**src/rtl/mem_access_unit_if.sv**
```systemverilog
// mem_access_unit_if: request/acknowledge data-bus bundle between the MEM-stage
// access unit (master) and a variable-latency memory (slave).
//   bus_req   master->slave  access request, held until bus_ack
//   bus_we    master->slave  1 = write
//   bus_addr  master->slave  word-aligned byte address
//   bus_be    master->slave  byte-lane enables
//   bus_wdata master->slave  lane-positioned write data
//   bus_ack   slave->master  write accepted / read data valid this cycle
//   bus_rdata slave->master  read data, valid with bus_ack
interface mem_access_unit_if #(
    parameter int unsigned W = 32
);
    localparam int unsigned BYTES = W / 8;

    logic             bus_req;
    logic             bus_we;
    logic [W-1:0]     bus_addr;
    logic [BYTES-1:0] bus_be;
    logic [W-1:0]     bus_wdata;
    logic             bus_ack;
    logic [W-1:0]     bus_rdata;

    modport master (
        output bus_req, bus_we, bus_addr, bus_be, bus_wdata,
        input  bus_ack, bus_rdata
    );

    modport slave (
        input  bus_req, bus_we, bus_addr, bus_be, bus_wdata,
        output bus_ack, bus_rdata
    );
endinterface

```
**src/rtl/mem_access_unit.sv**
```systemverilog
// mem_access_unit: MEM-stage load/store unit. Takes one request from the
// pipeline, aligns store data / byte enables onto the bus lanes, waits for
// bus_ack (any number of wait states) and returns extended load data.
// Ports:
//   clk, rst_n            clock, asynchronous active-low reset
//   req_valid/req_write   request strobe, 1 = store
//   req_addr, req_wdata   byte address, right-justified store data
//   l_s_mode              0 WORD, 1 HALF, 2 HALF_U, 3 BYTE, 4 BYTE_U (5-7 invalid)
//   stall                 combinational pipeline hold
//   done                  one-cycle completion pulse
//   rdata                 extended load data, held until the next load
//   misalign              combinational alignment fault (0 unless check build)
//   bus                   master side of mem_access_unit_if
// Build option: define MEM_ALIGN_CHECK_EN to reject misaligned HALF/WORD requests.
module mem_access_unit #(
    parameter int unsigned W = 32
) (
    input  logic              clk,
    input  logic              rst_n,
    input  logic              req_valid,
    input  logic              req_write,
    input  logic [W-1:0]      req_addr,
    input  logic [2:0]        l_s_mode,
    input  logic [W-1:0]      req_wdata,
    output logic              stall,
    output logic              done,
    output logic [W-1:0]      rdata,
    output logic              misalign,
    mem_access_unit_if.master bus
);
    localparam int unsigned BYTES = W / 8;
    localparam int unsigned OFFW  = $clog2(BYTES);
    localparam int unsigned SHW   = OFFW + 3;

    localparam logic [2:0] MODE_WORD   = 3'd0;
    localparam logic [2:0] MODE_HALF   = 3'd1;
    localparam logic [2:0] MODE_HALF_U = 3'd2;
    localparam logic [2:0] MODE_BYTE   = 3'd3;
    localparam logic [2:0] MODE_BYTE_U = 3'd4;

    typedef enum logic [1:0] {S_IDLE, S_BUS, S_DONE} state_t;

    state_t           state_q, state_d;
    logic [OFFW-1:0]  off;
    logic             mode_valid;
    logic             fault;
    logic             accept;
    logic [BYTES-1:0] be_c;
    logic [SHW-1:0]   wsh;
    logic [W-1:0]     lane_mask;
    logic [W-1:0]     wdata_c;
    logic [OFFW-1:0]  off_q;
    logic [2:0]       mode_q;
    logic [SHW-1:0]   rsh;
    logic [W-1:0]     rshift;
    logic [W-1:0]     ext;

    assign off        = req_addr[OFFW-1:0];
    assign mode_valid = (l_s_mode <= MODE_BYTE_U);

`ifdef MEM_ALIGN_CHECK_EN
    // Halves need an even offset, words a zero offset; bytes never fault.
    always_comb begin
        fault = 1'b0;
        case (l_s_mode)
            MODE_HALF, MODE_HALF_U: fault = off[0];
            MODE_WORD:              fault = (off != '0);
            default:                fault = 1'b0;
        endcase
    end
`else
    assign fault = 1'b0;
`endif

    assign misalign = (state_q == S_IDLE) && req_valid && fault;
    assign accept   = (state_q == S_IDLE) && req_valid && mode_valid && !fault;
    assign stall    = accept || (state_q == S_BUS);

    // Byte enables and store-data lane placement; WORD ignores the offset.
    always_comb begin
        be_c      = '0;
        wsh       = '0;
        lane_mask = '0;
        case (l_s_mode)
            MODE_WORD: be_c = '1;
            MODE_HALF, MODE_HALF_U: begin
                be_c = BYTES'(3) << off;
                wsh  = {off, 3'b000};
            end
            MODE_BYTE, MODE_BYTE_U: begin
                be_c = BYTES'(1) << off;
                wsh  = {off, 3'b000};
            end
            default: ;
        endcase
        for (int unsigned i = 0; i < BYTES; i++) begin
            lane_mask[i*8 +: 8] = {8{be_c[i]}};
        end
        wdata_c = (req_wdata << wsh) & lane_mask;
    end

    // Load data: bring the addressed lane down to bit 0, then extend.
    always_comb begin
        rsh    = (mode_q == MODE_WORD) ? '0 : {off_q, 3'b000};
        rshift = bus.bus_rdata >> rsh;
        case (mode_q)
            MODE_HALF:   ext = W'($signed(rshift[15:0]));
            MODE_HALF_U: ext = W'(rshift[15:0]);
            MODE_BYTE:   ext = W'($signed(rshift[7:0]));
            MODE_BYTE_U: ext = W'(rshift[7:0]);
            default:     ext = rshift;
        endcase
    end

    // State register.
    always_ff @(posedge clk or negedge rst_n) begin
        if (!rst_n) begin
            state_q <= S_IDLE;
        end else begin
            state_q <= state_d;
        end
    end

    // Next-state logic.
    always_comb begin
        state_d = state_q;
        case (state_q)
            S_IDLE:  if (accept) state_d = S_BUS;
            S_BUS:   if (bus.bus_ack) state_d = S_DONE;
            S_DONE:  state_d = S_IDLE;
            default: state_d = S_IDLE;
        endcase
    end

    // Registered outputs and request capture.
    always_ff @(posedge clk or negedge rst_n) begin
        if (!rst_n) begin
            bus.bus_req   <= 1'b0;
            bus.bus_we    <= 1'b0;
            bus.bus_addr  <= '0;
            bus.bus_be    <= '0;
            bus.bus_wdata <= '0;
            done          <= 1'b0;
            rdata         <= '0;
            off_q         <= '0;
            mode_q        <= MODE_WORD;
        end else begin
            bus.bus_req <= (state_d == S_BUS);
            done        <= (state_d == S_DONE);
            if (accept) begin
                bus.bus_we    <= req_write;
                bus.bus_addr  <= req_addr & ~W'(BYTES - 1);
                bus.bus_be    <= be_c;
                bus.bus_wdata <= wdata_c;
                off_q         <= off;
                mode_q        <= l_s_mode;
            end
            if ((state_q == S_BUS) && bus.bus_ack && !bus.bus_we) begin
                rdata <= ext;
            end
        end
    end
endmodule

```
**src/flat_wrapper.sv**
```systemverilog
// flat-port wrapper written by rule: the top's interface ports become plain ports
module mem_access_unit_flat 
#(
    parameter int unsigned W = 32
)
  (clk, rst_n, req_valid, req_write, req_addr, l_s_mode, req_wdata, stall, done, rdata, misalign, bus_bus_req, bus_bus_we, bus_bus_addr, bus_bus_be, bus_bus_wdata, bus_bus_ack, bus_bus_rdata);
  mem_access_unit_if #(.W(W)) bus_i ();
  input  logic clk;
  input  logic rst_n;
  input  logic req_valid;
  input  logic req_write;
  input  logic [W-1:0] req_addr;
  input  logic [2:0] l_s_mode;
  input  logic [W-1:0] req_wdata;
  output logic stall;
  output logic done;
  output logic [W-1:0] rdata;
  output logic misalign;
  output wire logic [$bits(bus_i.bus_req)-1:0] bus_bus_req;
  output wire logic [$bits(bus_i.bus_we)-1:0] bus_bus_we;
  output wire logic [$bits(bus_i.bus_addr)-1:0] bus_bus_addr;
  output wire logic [$bits(bus_i.bus_be)-1:0] bus_bus_be;
  output wire logic [$bits(bus_i.bus_wdata)-1:0] bus_bus_wdata;
  input wire logic [$bits(bus_i.bus_ack)-1:0] bus_bus_ack;
  input wire logic [$bits(bus_i.bus_rdata)-1:0] bus_bus_rdata;
  assign bus_bus_req = bus_i.bus_req;
  assign bus_bus_we = bus_i.bus_we;
  assign bus_bus_addr = bus_i.bus_addr;
  assign bus_bus_be = bus_i.bus_be;
  assign bus_bus_wdata = bus_i.bus_wdata;
  assign bus_i.bus_ack = bus_bus_ack;
  assign bus_i.bus_rdata = bus_bus_rdata;
  mem_access_unit #(.W(W)) u_core (.clk(clk), .rst_n(rst_n), .req_valid(req_valid), .req_write(req_write), .req_addr(req_addr), .l_s_mode(l_s_mode), .req_wdata(req_wdata), .stall(stall), .done(done), .rdata(rdata), .misalign(misalign), .bus(bus_i));
endmodule
```
**config.mk**
```make
export PLATFORM = sky130hd
export DESIGN_NAME = mem_access_unit_flat
export DESIGN_NICKNAME = d
export VERILOG_FILES = /design/src/rtl/mem_access_unit_if.sv /design/src/rtl/mem_access_unit.sv /design/src/flat_wrapper.sv
export SDC_FILE = /design/constraint.sdc
export NUM_CORES = 1
export LEC_CHECK = 0
export ABC_AREA = 1
export CORE_AREA = 2 2 121 123
export DETAILED_ROUTE_END_ITERATION = 7
export DIE_AREA = 0 0 123 125
export PLACE_DENSITY_LB_ADDON = 0.2
export SLEW_MARGIN = 15
export SYNTH_ARGS = -nofsm -noshare
export SYNTH_HDL_FRONTEND = slang
export SYNTH_SLANG_ARGS = --single-unit
```
**constraint.sdc**
```tcl
create_clock -name clk -period 1.45 [get_ports clk]
set_input_delay 0.29 -clock clk [delete_from_list [all_inputs] [get_ports clk]]
set_output_delay 0.29 -clock clk [all_outputs]
set_load 0.05 [all_outputs]
```
; ---- Yosys cells after proc, flatten, opt, wreduce, memory -nomap -nowiden
; Index checks and enable logic that the tools add are counted.
; W data, S select, Z words.
[word_totals]
regBits = 108
input_bits = 104
out_inout_bits = 105
elab_cells = 46
[op_classes]
n_lt_le_gt_ge = 1
n_eq_ne = 11
shift = 4
muxes = 7
n_bitwise = 1
n_reduce_logical = 12
[ops]
columns = cell, n
row1 = $pmux W32 S4, 1
row2 = $and A32 B32 Y32, 1
row3 = $shl A32 B5 Y32, 1
row4 = $shr A32 B5 Y32, 1
row5 = $eq A3 B2 Y1 const B, 4
row6 = $pmux W4 S3, 1
row7 = $mux W5, 2
row8 = $eq A3 B1 Y1 const B, 2
row9 = $eq A3 B3 Y1 const B, 2
row10 = $logic_not A3 Y1, 2
row11 = $eq A2 B1 Y1 const B, 2
row12 = $logic_and A1 B1 Y1, 4
row13 = $mux W2, 2
row14 = $pmux W2 S2, 1
row15 = $reduce_or A2 Y1, 2
row16 = $reduce_or A4 Y1, 1
row17 = $shl A1 B2 Y4 const A, 1
row18 = $shl A2 B2 Y4 const A, 1
row19 = $le A3 B3 Y1 const B, 1
row20 = $eq A2 B2 Y1 const B, 1
row21 = $logic_not A2 Y1, 1
row22 = $logic_not A1 Y1, 1
row23 = $logic_or A1 B1 Y1, 1

; ---- Logic depth before layout (Yosys ltp)
; Gate-level depths: netlist of run 1.
[logic_depth]
depth_word = 6
depth_mapped = 11

; ---- Least setup slack after synthesis of run 1
; No wires, ideal clock.
[synth_timing]
path_type = register -> output
start = reg u_core.state_q[0]
end = out stall
t_arrival_ns = 1.309
required_time_ns = 1.160
slack_ns = -0.149
stages_incl_launch_ff = 7
path_cell_list = dfrtp_1 -> nor2_1 -> nand2_1 -> nor2_4 -> inv_2 -> buf_2 -> nand2_1
[synth_between]
elab_chain_len = 4
word_cells_on_any_way = 5
cone_classes = eq/ne: 1 / reduce/logical: 4
[synth_rtl]
columns = element, line_no
row1 = "start, declared", mem_access_unit.sv:43  ; state_t state_q, state_d;
row2 = "start signal, assigned", mem_access_unit.sv:120  ; state_q <= state_d;
row3 = $logic_not A2 Y1, -
row4 = $logic_and A1 B1 Y1, -
row5 = $logic_and A1 B1 Y1, mem_access_unit.sv:76  ; assign accept = (state_q == S_IDLE) && req_valid && mode_valid && !fault;
row6 = $logic_or A1 B1 Y1 (*), mem_access_unit.sv:77  ; assign stall = accept || (state_q == S_BUS);
row7 = "end, declared", flat_wrapper.sv:15  ; output logic stall;
; Every way passes the cells marked *; elsewhere a longest branch is shown, timed or not.

; ---- Worst setup path after layout of run 1
[layout_timing]
start = reg u_core.mode_q[1]
end = reg u_core.rdata[4]
[layout_between]
elab_chain_len = 4
[layout_rtl]
columns = element, line_no
row1 = "start, declared", mem_access_unit.sv:53  ; logic [2:0] mode_q;
row2 = "start signal, assigned", mem_access_unit.sv:156  ; mode_q <= l_s_mode;
row3 = $logic_not A3 Y1, mem_access_unit.sv:104  ; rsh = (mode_q == MODE_WORD) ? '0 : {off_q, 3'b000};
row4 = $mux W5, mem_access_unit.sv:104
row5 = $shr A32 B5 Y32, mem_access_unit.sv:105  ; rshift = bus.bus_rdata >> rsh;
row6 = $pmux W32 S4, mem_access_unit.sv:106  ; case (mode_q)
row7 = "end signal, assigned", mem_access_unit.sv:159  ; rdata <= ext;
row8 = "end, declared", mem_access_unit.sv:27  ; output logic [W-1:0] rdata,
; Every way passes these cells.
; A chain may end at the register's enable or synchronous reset.

==> results of run 1 <==
## kinds of logic (layout without fill, tap and decap cells)
kind of cell	Yosys count	count (layout)
flops	108	108
other cells	1	3
compound gates	46	46
simple gates	512	513
buf+inv	89	365
## worst paths after layout
path	start	to	slack [ps]
worst min register to register	u_core.bus.bus_addr[2]$_DFFE_PN0P_	u_core.bus.bus_addr[2]$_DFFE_PN0P_	540
min in group asynchronous	rst_n	u_core.done$_DFF_PN0_	500
max in group asynchronous	rst_n	u_core.rdata[22]$_DFFE_PN0P_	540
worst max register to register	u_core.mode_q[1]$_DFFE_PN0P_	u_core.rdata[4]$_DFFE_PN0P_	-230
worst max-delay path	u_core.mode_q[1]$_DFFE_PN0P_	u_core.rdata[4]$_DFFE_PN0P_	-230
worst min-delay path	l_s_mode[1]	u_core.mode_q[1]$_DFFE_PN0P_	430
## area by class of cell
class | instances | area [um2]
sequential | 108 | 2700
clock inverter | 5 | 60.1
multi-input combinational | 562 | 2990
timing repair buffer | 302 | 4210
clock buffer | 11 | 243
tap | 184 | 230
fill | 1013 | 3580
inverter | 47 | 183
## report_power, final
group	switching [mW]	internal (mW)
combinational	6.58	5.94
sequential	1.18	4.03
clock	1.14	1.39
total	8.90	11.4
## metrics by stage
stage | instance area, um2 | worst slack, ps | cells
finish | 10600 | -235 | 1219
global route | 10600 | -309 | 1219
CTS | 10100 | -203 | 1209
detailed placement | 9320 | -464 | 1170
global placement | 9320 | -405 | 1170
floorplan | 5700 | -23.5 | 758
## Yosys cell counts (5+ instances only)
master,number,area share [%]
nand3_1,109,9.6
buf_2,18,1.6
o211ai_1,7,0.92
nand2_1,350,23
buf_6,6,1.2
or2_2,14,1.5
inv_1,39,2.6
nand2_4,6,1.2
inv_2,7,0.46
dfrtp_1,108,47
nand2_2,5,0.55
a21oi_1,18,1.6
nand3_2,13,2.3
o21ai_0,13,1.1
clkbuf_1,10,0.66
buf_4,7,0.92
nor2_1,8,0.53
## critical path, delay by kind of cell, from the launching register on
kind	cells	cell delay (ps)
AOI/OAI and AO/OA	1	170
and+or+nand+nor	5	460
buffers and inverters	4	510
DFF	1	410
## sequential cells by signal, indices dropped and copies added, names as in the netlist
| signal | cells |
|---|---|
| u_core.bus.bus_wdata | 32 |
| u_core.rdata | 32 |
| u_core.bus.bus_addr | 30 |
| u_core.bus.bus_be | 4 |
| u_core.mode_q | 3 |
| u_core.off_q | 2 |
| u_core.state_q | 2 |
| u_core.bus.bus_req | 1 |
| u_core.bus.bus_we | 1 |
| u_core.done | 1 |
## routing by layer
metal | up-vias | wire length (um)
li1 | 2935 | -
met1 | 2899 | 7580
met2 | 303 | 9940
met3 | 46 | 1980
met4 | 0 | 544
met5 | - | 0
## repair_timing
| action | 4_1_cts | 5_1_grt |
|---|---|---|
| pin swaps | 28 | 52 |
| hold buffers | 1 | 0 |
| resized for setup | 58 | 95 |
| cloned | 4 | 7 |
| hold endpoints to repair | 71 | 0 |
| endpoints found under the setup margin | 92 | 104 |
| setup buffers | 19 | 7 |
==> metrics.txt, run 1 <==
final-report setup violation count=57; Cell Pwr Density=1910 nW/um2; via count=6183; ys async rst share=100%; Synth Area in Compound Gates=4.79%; RSZ-0062 raised after global routing=true; htree depth=3; mux cell area share after synthesis=0%; CTS tree=done; endpoints failing hold=0; die width=123 um; Synth Area in Adders=0%; clk root buf=clkbuf_16; DR vias/cell=5.07; crit-path max FO=8; Final Skew=8.39 ps; Starting Density=40.1%; synth unique cells=31; Syn Inst Count=756; grt met3 use=8.49%; R2R cell count=10; Hold WS=428 ps; Syn Area/Cell=7.53 um2; clk sink count=108; kind of critical path=reg -> reg; clock buffer count from CTS=9; P&R area growth vs syn=86.6%; First DRT Iteration DRCs=509; xor and xnor fraction of the mapped netlist area=0%; Final Max Slew Viols=0; initial antenna violation count=0; n_diodes=0; Max stage delay cell, worst path=dfrtp_1; predominant post-synthesis flop cell=dfrtp_1; share of layout cells above drive strength 1=34.7%; Simple-Gate Fraction of Synth Area=39.8%; Remaining Overflow, GRT=0; Yosys reg bits=108; status=finished, violations left; Lkg Pwr=5.30 nW; period utilization=116%; critical path arrival=1920 ps; io pins=209; failing checks=negative setup slack; first-pass GRT wire length=30.1 mm; Hold Crit Class=in -> reg; Largest stage delay, worst path=410 ps; Seq/Total Area, Yosys=47.5%; M2 GR Usage=41.2%; commonest non-fill, non-tap cell in the layout=nand2_1; core area=14200 um2; Clk Latency, worst-skew pair=360 ps; Final min period=1680 ps; die footprint=15400 um2; worst path cell trace=nor2_4, nand2_4, buf_4, buf_6, buf_8, nand3_2, nand2_2, buf_4, o211ai_1, nand2_1; Worst-path clk slew=70 ps; IO Port Bufs=205; Synth Cell Area=5690 um2; Post-Route WL=20.0 mm; final core utilization=74.8%; HPWL Detailed=13.1 mm; Clock Path Buffers=2; post-route setup slack=-235 ps; Worst EP required=1680 ps; DRC violations left=0; Final ANT Viol Nets=0; GRT Total Usage=24.8%; leading cell types in the layout, fill and taps excluded=nand2_1, buf_12, dfrtp_1; Pre-antenna DRT Iters=5; CP most frequent cell=buf_4; vias in the first global route=6042; number of synthesized flops with an enable pin=0; RePlAce Congestion=0.936; CP Capture Type=register; main combinational cell family by area after synthesis=simple AND/OR/NAND/NOR gates; max cap viols=0; yosys warns=0; met1 GRT Util=30.2%; Hold Path Stages=4; cell row count=44; Worst Setup Start Kind=register; total power=20.3 mW; pin count of the biggest net entering global routing=72; busiest layer in global routing=met2; Wirelength per Cell=16.4 um; die boundary height=125 um; Nets=1134; TNS Setup=-6510 ps; Max Clk Rate=594 MHz; Peak VDD IR=936 uV
No activity file was read; power rests on OpenSTA's default activity.
==> run 2, diff against run 1 <==
- CORE_AREA: 2 2 121 123 -> 2 2 103 145
- DIE_AREA: 0 0 123 125 -> 0 0 105 147
- PLACE_DENSITY: unset -> 0.76
- PLACE_DENSITY_LB_ADDON: 0.2 -> unset
==> run 2 against run 1 <==
Critical path depth unchanged. Via count rose by 2.7%. Utilization decreased by 0.84 points. Clock-buffer cell count stayed put. Clock power fell by 4%. Critical path type unchanged. Hold slack worse by 84 ps. Critical endpoint is now u_core.rdata[11]$_DFFE_PN0P_. Total power up 0.92%. The run still ends with negative setup slack left. Wire length grew 6.0%. Sequential power grew 0.8%.
==> metrics.txt, run 2 (synthesis results as in run 1) <==
largest registers=u_core.bus.bus_wdata x32, u_core.rdata x32, u_core.bus.bus_addr x30; Worst EP required=1690 ps (about the same); core area=14200 um2 (-0.14%); DR vias/cell=5.25 (+3.6%); sequential share of power=25.6% (about the same); FF+latch area=2710 um2 (about the same); clk root buf=clkbuf_16; RSZ-0062 raised after global routing=true; first-pass GRT wire length=32.1 mm (+6.7%); status=finished, violations left; clk sink count=108 (unchanged); Worst-path clk slew=70 ps (about the same); clock buffer count from CTS=9 (unchanged); DP Cell Count=1166 (-0.34%); Final Skew=7.49 ps (-0.906 ps); die footprint=15400 um2 (+0.39%); Remaining Overflow, GRT=0 (unchanged); n_diodes=0 (unchanged); P&R area growth vs syn=84.3%; multi-input logic area=3100 um2 (+3.7%); First DRT Iteration DRCs=441 (-13%); Hold Crit Class=in -> async; NetSw=9.31 mW (+4.7%); Max stage delay cell, worst path=dfrtp_1; HPWL Detailed=13.7 mm (+4.5%); DRC violations left=0 (unchanged); max cap viols=0 (unchanged); initial antenna violation count=0 (unchanged); period utilization=118% (+1.7 points); Final min period=1710 ps (+24.5 ps); IO Port Bufs=205 (unchanged); die boundary height=147 um (+18%); Peak VDD IR=1120 uV (+20%); crit-path max FO=8 (unchanged); pin count of the biggest net entering global routing=44 (-39%); clock share of power=11.9% (-0.6 points); Post-Route WL=21.2 mm (+6.0%); commonest non-fill, non-tap cell in the layout=nand2_1; Slew Limit Headroom=65.0%; endpoints failing hold=0 (unchanged); via count=6347 (+2.7%); Lkg Pwr=5.16 nW (-2.5%); Pint=11.1 mW (-2.0%); Worst Setup Start Kind=register; Clock Path Buffers=2 (unchanged); final core utilization=73.9% (-0.84 points); vias in the first global route=6265 (+3.7%); htree depth=3 (unchanged); Final ANT Viol Nets=0 (unchanged); Clk Latency, worst-skew pair=350 ps (about the same); final-report setup violation count=57 (unchanged); TNS Setup=-5120 ps (+1390 ps); post-route setup slack=-259 ps (-24.5 ps); Starting Density=40.1% (+0.057 points); Final Non-Filler Cells=1208 (-0.90%); Cell Pwr Density=1950 nW/um2 (+2.2%); Final Max Slew Viols=0 (unchanged); Nets=1118 (-1.4%); Comb pwr share=62.4% (+0.6 points); Wirelength per Cell=17.6 um (+6.9%); die width=105 um (-15%); kind of critical path=reg -> reg; leading cell types in the layout, fill and taps excluded=nand2_1, buf_12, dfrtp_1; cell row count=52 (+18%); io pins=209 (unchanged); GRT Total Usage=26.1% (+1.2 points); Max Clk Rate=585 MHz (-1.4%); switching share of total power=45.6% (+1.6 points); Slew @ Worst Pin=524 ps; CP most frequent cell=nand2_1; CTS tree=done; RePlAce Congestion=0.978 (+4.5%); Largest stage delay, worst path=410 ps (about the same); failing checks=negative setup slack; Filler cells=986 (-2.7%); critical path arrival=1950 ps (+30 ps); worst path cell trace=nor2_2, nand2_4, nand2_8, clkinvlp_4, nand2_2, nand3_1, nand3_2, nand2_1, nand2_1, nand2_1; Pre-antenna DRT Iters=5 (unchanged); CP Capture Type=register; share of layout cells above drive strength 1=33.7% (-1.0 points)
[run 2: cell count changes in the layout (fill, tap and decap cells not counted), sizes merged, moves of 2 or more]
cell    delta
buf       -17
clkbuf     -3
inv        +2
nand2      +3
[run 2: worst paths after layout]
check                      cells past startpoint                                   to  slack (ps)                                start
max in group asynchronous                      3         u_core.rdata[19]$_DFFE_PN0P_         600                                rst_n
min                                            2         u_core.rdata[14]$_DFFE_PN0P_         340                                rst_n
min in group clk                               4         u_core.mode_q[1]$_DFFE_PN0P_         450                          l_s_mode[1]
max                                           10         u_core.rdata[11]$_DFFE_PN0P_        -260         u_core.mode_q[1]$_DFFE_PN0P_
min reg2reg                                    2  u_core.bus.bus_addr[22]$_DFFE_PN0P_         530  u_core.bus.bus_addr[22]$_DFFE_PN0P_
max reg2reg                                   10         u_core.rdata[11]$_DFFE_PN0P_        -260         u_core.mode_q[1]$_DFFE_PN0P_
[run 2: final cells by class]
type,instances,share of cell area [%]
Sequential cell,108,25.8
Multi-Input combinational cell,566,29.6
Timing Repair Buffer,281,37.7
Tap cell,189,2.26
Clock inverter,5,0.406
Inverter,47,1.77
Clock buffer,11,2.41
Timing Repair inverter,1,0.0716
[run 2: worst max-delay path, delay by kind of cell (launching register included)]
| family | cells | cell delay (ps) |
|---|---|---|
| buf+inv | 1 | 210 |
| simple gates | 9 | 990 |
| flops | 1 | 410 |
[run 2: layer usage]
layer  part of all wire (%)  up-vias  global-route usage [%]
met2                     54      342                    48.0
met5                      0        -                       0
met4                    5.3        0                    12.3
met3                    6.8       90                    5.15
met1                     34     2995                    28.5
li1                       -     2920                       -
[run 2: power groups by stage]
stage          Combinational, mW  Clock [mW]  Sequential, mW
6_report                    12.8        2.44            5.24
3_5_place_dp                11.4           0            5.26
2_1_floorplan               2.54           0            8.00
4_1_cts                     12.2        2.51            5.24
5_1_grt                     13.3        2.63            5.34
3_3_place_gp                11.3           0            5.23
[run 2: repair_timing]
item                       in CTS  in global routing
resized for setup             104                 39
setup buffers                  13                  6
hold buffers                    1                  0
pin swaps                      44                 28
setup endpoints to repair      58                102
gates cloned                    6                  2
hold endpoints to repair       12                  0
[run 2: through the flow]
stage               setup slack, ps  cell area (um2)  hold slack, ps  total power, mW
global placement               -394             9360             170             16.5
floorplan                     -23.5             5700           -5.59             10.5
detailed placement             -467             9360             170             16.7
global route                   -331            10500             367             21.3
finish                         -259            10500             344             20.4
CTS                            -197            10200             343             20.0
==> variant 1 (config.mk and constraints of run 1) <==
Build with the macro `MEM_ALIGN_CHECK_EN` defined.
--- a/src/rtl/mem_access_unit.sv
+++ b/src/rtl/mem_access_unit.sv
@@ -12,6 +12,8 @@
 //   misalign              combinational alignment fault (0 unless check build)
 //   bus                   master side of mem_access_unit_if
 // Build option: define MEM_ALIGN_CHECK_EN to reject misaligned HALF/WORD requests.
+`define MEM_ALIGN_CHECK_EN
+
 module mem_access_unit #(
     parameter int unsigned W = 32
 ) (
Behaviour: not the same (a bounded check fails within 4 cycles, from zero or initial values and one cycle with rst_n low).
==> variant 1 against run 1 <==
  * The flow still finishes with violations (negative setup slack)
  * Worst hold slack got worse by 0.059 ns
  * Power increased by 3.3%
  * Worst setup slack lost 0.0067 ns
  * Sequential cell count unchanged
  * Area after synthesis is 1.5% higher
  * Clock skew shrank 0.0016 ns
  * Critical path type unchanged
  * Routed wire length shrank 0.15%
  * Sequential power is essentially flat
  * Cell area increased by 0.82%
  * Largest power group unchanged
==> variant 1: results (changes against run 1) <==
metric,value,unit,change
place_ws,-0.588,ns,-0.124 ns
wl,20000,um,-0.15%
timing.final.ws_setup,-0.241,ns,-0.00665 ns
powerDensity,1950,nW/um2,+2.4%
synth.area.top_cells,"dfrtp_1 (47%), nand2_1 (19%), nand3_1 (8.1%)",,
place.gp.congestion,0.924,,-1.3%
peakVddDrop,1.15,mV,+23%
drive_above_1_share,33.2,%,-1.5 points
skew,0.00677,ns,-0.00162 ns
wl_met1,7650,um,+0.87%
pwr-share-comb,62.7,%,+0.9 points
cts-resized-gates,94,,+62%
ys_top_cells_by_count,"nand2_1 (292), dfrtp_1 (108), nand3_1 (94)",,
setup_viol,98,,+72%
wl_met2,10100,um,+1.9%
dp_cells,1165,,-0.43%
leakage,5.19,nW,-2.0%
nFillCells,943,,-6.9%
grt_max_degree,33,,-54%
violations,negative setup slack,,
crit_fanout,6,,-2
met1_usage,29.9,%,-0.32 points
postCtsSetupBuffers,10,,-9
avgRoutedWirePerCell,16.5,um,+0.59%
status,"finished, violations left",,
drt_iter0_markers,517,,+1.6%
==> variant 1: cell type report <==
| class | instances | area, um2 | share of cell area [%] |
|---|---|---|---|
| repair buffers | 284 | 4030 | 37.6 |
| multi-input cells | 546 | 3150 | 29.4 |
| flip-flops and latches | 108 | 2710 | 25.3 |
| inverters | 72 | 285 | 2.66 |
| clock buffers | 10 | 239 | 2.23 |
| well taps | 184 | 230 | 2.15 |
| clock inverters | 6 | 77.6 | 0.724 |
==> variant 1: cell families after synthesis <==
group / after synthesis / synth area share [%]
other: 1 / 0.0649
AOI/OAI and AO/OA: 83 / 8.80
buffers and inverters: 112 / 9.51
DFF: 108 / 46.8
and+or+nand+nor: 456 / 34.8
==> variant 1: worst register-to-register path, stage by stage (launching register included) <==
cell	delay (ns)
dfrtp_1	0.39
nor2_2	0.16
nand2_4	0.11
buf_6	0.14
nand2_8	0.10
inv_8	0.06
nand3_4	0.12
nand3_4	0.18
nand2_8	0.17
nor2_2	0.06
nor2_1	0.13
==> variant 2 (config.mk and constraints of run 1) <==
Without the edit above. The 3 states of `state_t` get a one-hot encoding in 3 bits.
--- a/src/rtl/mem_access_unit.sv
+++ b/src/rtl/mem_access_unit.sv
@@ -38,7 +38,7 @@
     localparam logic [2:0] MODE_BYTE   = 3'd3;
     localparam logic [2:0] MODE_BYTE_U = 3'd4;
 
-    typedef enum logic [1:0] {S_IDLE, S_BUS, S_DONE} state_t;
+    typedef enum logic [2:0] {S_IDLE = 3'b001, S_BUS = 3'b010, S_DONE = 3'b100} state_t;
 
     state_t           state_q, state_d;
     logic [OFFW-1:0]  off;
Function: same outputs for any inputs over 10 cycles, from zero or initial values and one cycle with rst_n low; not proved beyond that.
==> variant 2 against run 1 <==
  * The run still ends with negative setup slack left
  * Routed wire length is 4.7% higher
  * Non-clock buffer count is 17 higher
  * Cell area is 3.4% higher
  * Power is 17% higher
  * Worst setup slack worse by 0.13 ns
  * Area after synthesis is 1.5% lower
  * Final cell count is 0.90% higher
  * Sequential cell count is 1 higher
  * Die area stayed put
==> variant 2: results (changes against run 1) <==
metric,value,unit,change
status,"finished, violations left",,
violations,negative setup slack,,
timing.final.ws_setup,-0.363,ns,-0.128 ns
placed_area,9200,um2,-1.3%
slowest_stage,dfstp_2,,
leakage,5.45,nW,+2.8%
gr-usage-all-layers,26.1,%,+1.2 points
met1_usage,32.8,%,+2.6 points
whs_endpoint,u_core.mode_q[0],,
holdPathStages,3,,-1
use_met3,8.53,%,+0.046 points
reg2reg_depth,11,,+1
dp_hpwl,13400,um,+2.0%
nFillCells,922,,-9.0%
drive_above_1_share,37.3,%,+2.6 points
rr_endpoint,u_core.bus.bus_wdata[30],,
place.gp.congestion,0.955,,+2.1%
setup_viol,107,,+88%
grt_max_degree,28,,-61%
synth.area.top_cells,"dfrtp_1 (48%), nand2_1 (22%), nand3_1 (12%)",,
viasPerCell,5.15,,+1.5%
nets,1145,,+0.97%
grt_pass1_wl,31300,um,+4.1%
yosysSeqAreaShare,48.7,%,+1.2 points
crit_start,u_core.state_q[0],,
yosysUniqueCellTypes,28,,-9.7%
dr.pass1.iters,7,,+2
grt_use_met2,42.7,%,+1.5 points
crit_fanout,5,,-3
drt_iter0_markers,535,,+5.1%
skew,0.00434,ns,-0.00405 ns
cts-resized-gates,117,,+100%
fin_area,11000,um2,+3.4%
peakVddDrop,1.28,mV,+37%
met3_length,2020,um,+2.2%
grt_pass1_vias,6168,,+2.1%
vias,6333,,+2.4%
-- variant 2: cell count changes after synthesis, sizes merged, moves of 3 or more --
cell | before | now
clkbuf | 10 | 15
o21ai | 18 | 15
nand3 | 123 | 138
inv | 47 | 40
nand2 | 361 | 345
nor2 | 11 | 15
buf | 32 | 29
-- variant 2: final cells by class --
type                    count  share of cell area (%)
clock inverters             6                   0.445
repair buffers            319                    41.1
inverters                  40                    1.56
flip-flops and latches    109                    24.9
multi-input cells         562                    27.8
well taps                 184                    2.10
clock buffers              10                    2.18
-- variant 2: cell families (layout without fill, tap and decap cells) --
kind of cell | after synthesis | in the layout | share of synthesized area, %
simple gates | 516 | 516 | 39.8
compound gates | 42 | 43 | 4.35
flops | 109 | 109 | 48.7
buf+inv | 84 | 375 | 7.10
other cells | 1 | 3 | 0.0669
-- variant 2: power breakdown --
group	leakage (nW)	total, mW	switching, mW	internal [mW]
combinational	3.93	15.6	8.27	7.31
clock	0.131	2.42	1.19	1.22
sequential	1.39	5.74	1.48	4.26
